<file path="src/rtl/spmv_row_accum_if.sv">
// Bus bundle for spmv_row_accum: job control, element stream in, result writes out.
// Both streams use valid/ready: a transfer happens on a rising edge where valid && ready.
interface spmv_row_accum_if #(
    parameter int DW = 32
);
    logic          start;
    logic [DW-1:0] res_base;
    logic [DW-1:0] nrows;
    logic          in_valid;
    logic          in_ready;
    logic [DW-1:0] in_mval;
    logic [DW-1:0] in_vval;
    logic          in_last;
    logic          in_empty;
    logic          wr_en;
    logic          wr_ready;
    logic [DW-1:0] wr_addr;
    logic [DW-1:0] wr_data;
    logic          busy;
    logic          done;
    logic [1:0]    dbg_state;

    modport slave (
        input  start, res_base, nrows, in_valid, in_mval, in_vval, in_last, in_empty, wr_ready,
        output in_ready, wr_en, wr_addr, wr_data, busy, done, dbg_state
    );

    modport master (
        output start, res_base, nrows, in_valid, in_mval, in_vval, in_last, in_empty, wr_ready,
        input  in_ready, wr_en, wr_addr, wr_data, busy, done, dbg_state
    );
endinterface

</file>
<file path="src/rtl/spmv_row_accum.sv">
// Per-row multiply-accumulate of CSR (matrix, vector) pairs; each row's dot product
// is queued in a small FIFO and written to res_base+row under write backpressure.
module spmv_row_accum #(
    parameter int DW         = 32,
    parameter int FIFO_DEPTH = 4
) (
    input logic             Clk,
    input logic             Rst,
    spmv_row_accum_if.slave bus
);
    localparam int AW = $clog2(FIFO_DEPTH);
    localparam int CW = AW + 1;

    typedef enum logic [1:0] {
        S_IDLE  = 2'd0,
        S_RUN   = 2'd1,
        S_DRAIN = 2'd2,
        S_DONE  = 2'd3
    } state_t;

    state_t        state_q, state_d;
    logic [DW-1:0] base_q, nrows_q;
    logic [DW-1:0] rows_in_q, rows_out_q, row_idx_q;
    logic [DW-1:0] acc_q;
    logic          s1_valid_q, s1_last_q;
    logic [DW-1:0] s1_prod_q;
    logic [DW-1:0] fifo_addr_q [FIFO_DEPTH];
    logic [DW-1:0] fifo_data_q [FIFO_DEPTH];
    logic [AW-1:0] wptr_q, rptr_q;
    logic [CW-1:0] count_q;

    logic          accept, push, pop, fifo_empty, elem_last;
    logic [DW-1:0] acc_next;
    logic [CW-1:0] credit_used;

    assign fifo_empty  = (count_q == '0);
    assign elem_last   = bus.in_last | bus.in_empty;
    // Row-ends sitting in stage 1 already own a FIFO slot, so no push can ever overflow.
    assign credit_used = count_q + CW'(s1_valid_q && s1_last_q);
    assign bus.in_ready = (state_q == S_RUN) && (rows_in_q != nrows_q)
                          && (credit_used < CW'(FIFO_DEPTH));
    assign accept   = bus.in_valid && bus.in_ready;
    assign push     = s1_valid_q && s1_last_q;
    assign pop      = !fifo_empty && bus.wr_ready;
    assign acc_next = acc_q + s1_prod_q;

    assign bus.wr_en     = !fifo_empty;
    assign bus.wr_addr   = fifo_empty ? '0 : fifo_addr_q[rptr_q];
    assign bus.wr_data   = fifo_empty ? '0 : fifo_data_q[rptr_q];
    assign bus.busy      = (state_q != S_IDLE);
    assign bus.done      = (state_q == S_DONE);
    assign bus.dbg_state = state_q;

    always_comb begin
        state_d = state_q;
        case (state_q)
            S_IDLE:  if (bus.start) state_d = (bus.nrows == '0) ? S_DONE : S_RUN;
            S_RUN:   if (rows_in_q == nrows_q) state_d = S_DRAIN;
            S_DRAIN: if (rows_out_q == nrows_q) state_d = S_DONE;
            S_DONE:  state_d = S_IDLE;
            default: state_d = S_IDLE;
        endcase
    end

    always_ff @(posedge Clk) begin
        if (Rst) begin
            state_q    <= S_IDLE;
            base_q     <= '0;
            nrows_q    <= '0;
            rows_in_q  <= '0;
            rows_out_q <= '0;
            row_idx_q  <= '0;
            acc_q      <= '0;
            s1_valid_q <= 1'b0;
            s1_last_q  <= 1'b0;
            s1_prod_q  <= '0;
            wptr_q     <= '0;
            rptr_q     <= '0;
            count_q    <= '0;
        end else begin
            state_q    <= state_d;
            s1_valid_q <= accept;
            if (state_q == S_IDLE && bus.start) begin
                base_q     <= bus.res_base;
                nrows_q    <= bus.nrows;
                rows_in_q  <= '0;
                rows_out_q <= '0;
                row_idx_q  <= '0;
                acc_q      <= '0;
            end
            if (accept) begin
                s1_prod_q <= bus.in_empty ? '0 : bus.in_mval * bus.in_vval;
                s1_last_q <= elem_last;
                if (elem_last) rows_in_q <= rows_in_q + DW'(1);
            end
            if (s1_valid_q) begin
                if (s1_last_q) begin
                    acc_q     <= '0;
                    row_idx_q <= row_idx_q + DW'(1);
                    wptr_q    <= wptr_q + AW'(1);
                end else begin
                    acc_q <= acc_next;
                end
            end
            if (pop) begin
                rptr_q     <= rptr_q + AW'(1);
                rows_out_q <= rows_out_q + DW'(1);
            end
            case ({push, pop})
                2'b10:   count_q <= count_q + CW'(1);
                2'b01:   count_q <= count_q - CW'(1);
                default: count_q <= count_q;
            endcase
        end
    end

    // Storage needs no reset: outputs are gated by the empty flag.
    always_ff @(posedge Clk) begin
        if (push) begin
            fifo_addr_q[wptr_q] <= base_q + row_idx_q;
            fifo_data_q[wptr_q] <= acc_next;
        end
    end
endmodule

</file>
<file path="src/flat_wrapper.sv">
// flat-port wrapper written by rule: the top's interface ports become plain ports
module spmv_row_accum_flat 
#(
    parameter int DW         = 32,
    parameter int FIFO_DEPTH = 4
)
  (Clk, Rst, bus_start, bus_res_base, bus_nrows, bus_in_valid, bus_in_mval, bus_in_vval, bus_in_last, bus_in_empty, bus_wr_ready, bus_in_ready, bus_wr_en, bus_wr_addr, bus_wr_data, bus_busy, bus_done, bus_dbg_state);
  spmv_row_accum_if #(.DW(DW)) bus_i ();
  input logic Clk;
  input logic Rst;
  input wire logic [$bits(bus_i.start)-1:0] bus_start;
  input wire logic [$bits(bus_i.res_base)-1:0] bus_res_base;
  input wire logic [$bits(bus_i.nrows)-1:0] bus_nrows;
  input wire logic [$bits(bus_i.in_valid)-1:0] bus_in_valid;
  input wire logic [$bits(bus_i.in_mval)-1:0] bus_in_mval;
  input wire logic [$bits(bus_i.in_vval)-1:0] bus_in_vval;
  input wire logic [$bits(bus_i.in_last)-1:0] bus_in_last;
  input wire logic [$bits(bus_i.in_empty)-1:0] bus_in_empty;
  input wire logic [$bits(bus_i.wr_ready)-1:0] bus_wr_ready;
  output wire logic [$bits(bus_i.in_ready)-1:0] bus_in_ready;
  output wire logic [$bits(bus_i.wr_en)-1:0] bus_wr_en;
  output wire logic [$bits(bus_i.wr_addr)-1:0] bus_wr_addr;
  output wire logic [$bits(bus_i.wr_data)-1:0] bus_wr_data;
  output wire logic [$bits(bus_i.busy)-1:0] bus_busy;
  output wire logic [$bits(bus_i.done)-1:0] bus_done;
  output wire logic [$bits(bus_i.dbg_state)-1:0] bus_dbg_state;
  assign bus_i.start = bus_start;
  assign bus_i.res_base = bus_res_base;
  assign bus_i.nrows = bus_nrows;
  assign bus_i.in_valid = bus_in_valid;
  assign bus_i.in_mval = bus_in_mval;
  assign bus_i.in_vval = bus_in_vval;
  assign bus_i.in_last = bus_in_last;
  assign bus_i.in_empty = bus_in_empty;
  assign bus_i.wr_ready = bus_wr_ready;
  assign bus_in_ready = bus_i.in_ready;
  assign bus_wr_en = bus_i.wr_en;
  assign bus_wr_addr = bus_i.wr_addr;
  assign bus_wr_data = bus_i.wr_data;
  assign bus_busy = bus_i.busy;
  assign bus_done = bus_i.done;
  assign bus_dbg_state = bus_i.dbg_state;
  spmv_row_accum #(.DW(DW), .FIFO_DEPTH(FIFO_DEPTH)) u_core (.Clk(Clk), .Rst(Rst), .bus(bus_i));
endmodule
</file>
<file path="config.mk">
export PLATFORM = sky130hd
export DESIGN_NAME = spmv_row_accum_flat
export DESIGN_NICKNAME = d
export VERILOG_FILES = /design/src/rtl/spmv_row_accum_if.sv /design/src/rtl/spmv_row_accum.sv /design/src/flat_wrapper.sv
export SDC_FILE = /design/constraint.sdc
export NUM_CORES = 2
export LEC_CHECK = 0
export ABC_AREA = 1
export BUFFER_PORTS_ARGS = -buffer_cell sky130_fd_sc_hd__clkbuf_2
export CAP_MARGIN = 20
export CORE_ASPECT_RATIO = 1.1
export CORE_MARGIN = 5
export CORE_UTILIZATION = 45
export DETAILED_ROUTE_END_ITERATION = 7
export PLACE_DENSITY_LB_ADDON = 0.2
export SLEW_MARGIN = 20
export SYNTH_ARGS = -nofsm -noshare
export SYNTH_HDL_FRONTEND = slang
export SYNTH_SLANG_ARGS = --single-unit
</file>
<file path="constraint.sdc">
create_clock -name Clk -period 10.4 [get_ports Clk]
set_input_delay 1.56 -clock Clk [delete_from_list [all_inputs] [get_ports Clk]]
set_output_delay 1.56 -clock Clk [all_outputs]
set_load 0.03 [all_outputs]
</file>
==> results.txt <==
* Run status: finished, final reports clean
* Final Slew Violations: 0
* Met3 Resource Use GR: 2.280%
- FP Rows: 116
- The routed layout has 33000 vias.
* Worst setup path category: in2reg
- Total negative slack for setup checks: 0 ps
* Post-synthesis cell type with the largest combined area: sky130_fd_sc_hd__fa_1
- The worst setup path is captured at a flop.
- Later-pin clock latency in the skew report: 610 ps
- Worst-case reg-to-reg path depth: 11
- The filler cells instantiated in the layout total 8850.
- Post-CTS Setup Inserts: 0
* Height of the die: 326.8 um
- Total of hold buffers inserted after clock tree synthesis: 0
- Entering global routing, the biggest net connects 129 pins.
* Register bit total from synthesis: 493
* Number of DRC markers in iteration 0: 2208
- GRT busiest layer: met2
- Setup Skew: 37.79 ps
- Buffers placed on the I/O ports in this run total 204.
- Syn. warnings: 0
* Placer congestion estimate: 0.9157
- In the final layout, the multi-input gates occupy 24220 um^2.
- Effective utilization at floorplan: 45.20%
* Class of the tightest hold or removal check: reg2reg
- Of the synthesized area, sequential elements account for 30.27%.
- Synthesis produced 5134 cells.
- In this run, synthesis inferred 256 flip-flops with an integrated enable.
- Netlist Area Pre-Place: 41070 um^2
* Final-layout worst hold slack: 466.9 ps
- Worst path arrival time: 8290 ps
* Routed wire per std cell: 17.18 um
- The startpoint identified for the worst hold timing path is u_core.acc_q[8]$_SDFFE_PP0P_.
- Leading register cell type out of synthesis: sky130_fd_sc_hd__edfxtp_1
- The startpoint identified for the worst register-to-register timing path is u_core.s1_valid_q$_SDFF_PP0_.
* Worst Path Required: 10830 ps
- Number of violations of the max-capacitance limit: 0
* Total global routing track utilization: 22.36%
- Net total in the final layout: 5931
* Number of antenna violations at the first check in global routing: 3
- The worst path in the final design needs a cycle of 7860 ps, including I/O delays and setup.
- Count of TritonRoute iterations in the first routing pass: 7
- CTS Buf Count: 52
- The number of hold-slack violations in the final timing report was 0.
- Top fanout value on the critical path: 28
- Met1 layer usage reported by global route: 30.03%
* Count of pins on the block boundary: 205
* Terminus of the critical flop-to-flop path: u_core.rows_in_q[12]$_SDFF_PP0_
- DP HPWL: 82.40 mm
- By area the synthesized netlist is led by sky130_fd_sc_hd__fa_1 20%, sky130_fd_sc_hd__edfxtp_1 19%, sky130_fd_sc_hd__dfxtp_1 12%.
* Setup-violating endpoint count in the final report: 0
- The number of nets handed over by synthesis was 5878.
- Number of distinct library cells after synthesis: 62
- The top cell type by area accounts for 20.04% of the synthesized area.
* Area growth, synth to finish: 8.723%
* Die Wd: 298.0 um
- Along the worst hold path, the cell count comes to 2.
- Fraction of layout cells with a size suffix above 1: 7.725%
- Tracing the worst setup path back leads to its startpoint at bus_in_vval[5].
- In the global route stage, met2 resource usage came out at 39.16%.
- Drt drc: 0
- Core outline area: 90860 um^2
- Overall overflow remaining after global route: 0
* Number of clock sinks seen by CTS: 493
- The number of placed instances, taps included, is 6313.
* Element type at the critical path start: input port
- Residual antenna-violating net count after detailed routing: 0
- Across the whole layout, storage elements account for 12440 um^2.
- Endpoint, Worst Hold: u_core.acc_q[8]$_SDFFE_PP0P_
- The first global-routing pass estimated 176.6 mm of wire.
- Slew margin rel.: 32.51%
- Maximum clock path buffer count: 3
- For this block, the routed nets add up to 110.1 mm of wire.
- RSZ-0062 raised after global routing: false
- TritonCTS built the clock tree.
- Vias per inst: 5.147
- For the pin with the worst max-slew slack, the measured transition is 1012 ps.
- The H-tree was split into 2 levels.
- Highest attainable clock frequency: 0.1272 GHz
* Count of instances resized after the clock tree is built: 0
- The die covers 97410 um^2.
- Dividing the final minimum period by the clock period gives 75.58%.
- Clock edge transition at the registers on the reported setup and hold paths: 60 ps
- The worst register-to-register path has a setup slack of 6480 ps.
- Number of global-route vias before repair: 32770
- Cell at the root of the clock tree: sky130_fd_sc_hd__clkbuf_16
- The count of cells in the finished layout, fillers not included, comes to 6411.
- Async set-reset flop share out of synthesis: 0%
* Avg Cell Area, Syn: 7.999 um^2
==> synth_stat cells (20+ instances only) <==
| cell | number |
|---|---|
| sky130_fd_sc_hd__nor3_1 | 47 |
| sky130_fd_sc_hd__xnor2_1 | 64 |
| sky130_fd_sc_hd__nor2_1 | 530 |
| sky130_fd_sc_hd__buf_2 | 25 |
| sky130_fd_sc_hd__dfxtp_1 | 237 |
| sky130_fd_sc_hd__xor2_1 | 76 |
| sky130_fd_sc_hd__o21ai_1 | 20 |
| sky130_fd_sc_hd__buf_1 | 48 |
| sky130_fd_sc_hd__edfxtp_1 | 256 |
| sky130_fd_sc_hd__fa_1 | 411 |
| sky130_fd_sc_hd__ha_1 | 198 |
| sky130_fd_sc_hd__clkbuf_1 | 155 |
| sky130_fd_sc_hd__nand3_1 | 128 |
| sky130_fd_sc_hd__nor4_1 | 27 |
| sky130_fd_sc_hd__nand2_1 | 1093 |
| sky130_fd_sc_hd__a21oi_1 | 317 |
| sky130_fd_sc_hd__nand4_1 | 54 |
| sky130_fd_sc_hd__or2_2 | 20 |
| sky130_fd_sc_hd__o21ai_0 | 298 |
| sky130_fd_sc_hd__inv_1 | 938 |
==> stage by stage <==
stage               setup WS (ps)  cell area [um^2]  utilization, %
floorplan                    2578             41070               -
global placement             1981             42890           47.21
detailed placement           1935             42900           47.22
CTS                          2561             44640           49.13
global route                 2038             44650           49.14
finish                       2540             44650           49.14
==> worst max path at each step <==
stage / cells past startpoint / slack (ps) / to
floorplan: 25 / 2580 / u_core.s1_prod_q[30]$_SDFFE_PP0P_
global placement: 27 / 1980 / u_core.s1_prod_q[31]$_SDFFE_PP0P_
detailed placement: 27 / 1930 / u_core.s1_prod_q[31]$_SDFFE_PP0P_
CTS: 27 / 2560 / u_core.s1_prod_q[31]$_SDFFE_PP0P_
global route: 27 / 2040 / u_core.s1_prod_q[31]$_SDFFE_PP0P_
finish: 25 / 2540 / u_core.s1_prod_q[27]$_SDFFE_PP0P_
==> worst max-delay path: stages <==
cell and delay [ps]:
sky130_fd_sc_hd__clkbuf_2 440, sky130_fd_sc_hd__nand2_1 200, sky130_fd_sc_hd__inv_1 70, sky130_fd_sc_hd__fa_1 560, sky130_fd_sc_hd__fa_1 440, sky130_fd_sc_hd__fa_1 520, sky130_fd_sc_hd__inv_1 50, sky130_fd_sc_hd__fa_1 520
sky130_fd_sc_hd__inv_1 70, sky130_fd_sc_hd__fa_1 500, sky130_fd_sc_hd__inv_1 60, sky130_fd_sc_hd__fa_1 530, sky130_fd_sc_hd__inv_1 50, sky130_fd_sc_hd__fa_1 490, sky130_fd_sc_hd__fa_1 430, sky130_fd_sc_hd__ha_1 340
sky130_fd_sc_hd__a21oi_1 230, sky130_fd_sc_hd__o21ai_0 120, sky130_fd_sc_hd__a21oi_1 140, sky130_fd_sc_hd__nand3_1 140, sky130_fd_sc_hd__a21oi_1 270, sky130_fd_sc_hd__inv_1 110, sky130_fd_sc_hd__or2_2 280, sky130_fd_sc_hd__nand3_1 80
sky130_fd_sc_hd__a21oi_1 60
==> area by class of cell <==
| cell class | count | area share (%) |
|---|---|---|
| multi-input combinational | 3462 | 54.24 |
| clock inverter | 28 | 0.6277 |
| timing repair buffer | 228 | 2.713 |
| tap | 1180 | 3.307 |
| inverter | 950 | 7.987 |
| clock buffer | 69 | 3.262 |
| sequential | 493 | 27.86 |
| antenna | 1 | 0.005605 |
==> cell families after synthesis <==
kind of cell	synth area share (%)
and+or+nand+nor	19.88
buffers and inverters	10.86
adders and majority gates	26.07
DFF	30.27
xor gates and xnor gates	2.986
AOI/OAI and AO/OA	9.927
==> routing by layer <==
layer	part of all wire, %	wire length (um)	up-vias
li1	-	-	16170
met2	49	53940	825
met1	44	48210	15840
met4	2.5	2735	0
met3	4.8	5231	157
met5	0	0	-
==> cells in the final DEF, fill, tap and decap left out, drive strengths merged, types with 4 or more instances in the layout <==
master,count
a211oi,10
a21boi,6
a21o,4
a21oi,317
a221oi,4
a22oi,6
a31oi,14
and2,6
buf,25
bufinv,4
clkbuf,272
clkinv,14
clkinvlp,7
dfxtp,237
edfxtp,256
fa,411
ha,198
inv,953
nand2,1100
nand3,136
nand3b,7
nand4,57
nor2,543
nor3,59
nor4,28
o2111ai,9
o211ai,9
o21a,9
o21ai,318
o21bai,16
o22ai,7
o31ai,4
or2,23
xnor2,64
xor2,76
==> sequential cells by signal, summed over array words and instances, names as in the netlist, 32 cells and up, named ones only <==
name,flops
u_core.rows_out_q,32
u_core.rows_in_q,32
u_core.s1_prod_q,32
u_core.fifo_addr_q,128
u_core.fifo_data_q,128
u_core.acc_q,32
u_core.nrows_q,32
u_core.base_q,32
u_core.row_idx_q,32
Power is left out: the tool's default activity adds up to more than one toggle a clock period on the data nets, which glitch-free logic cannot reach.
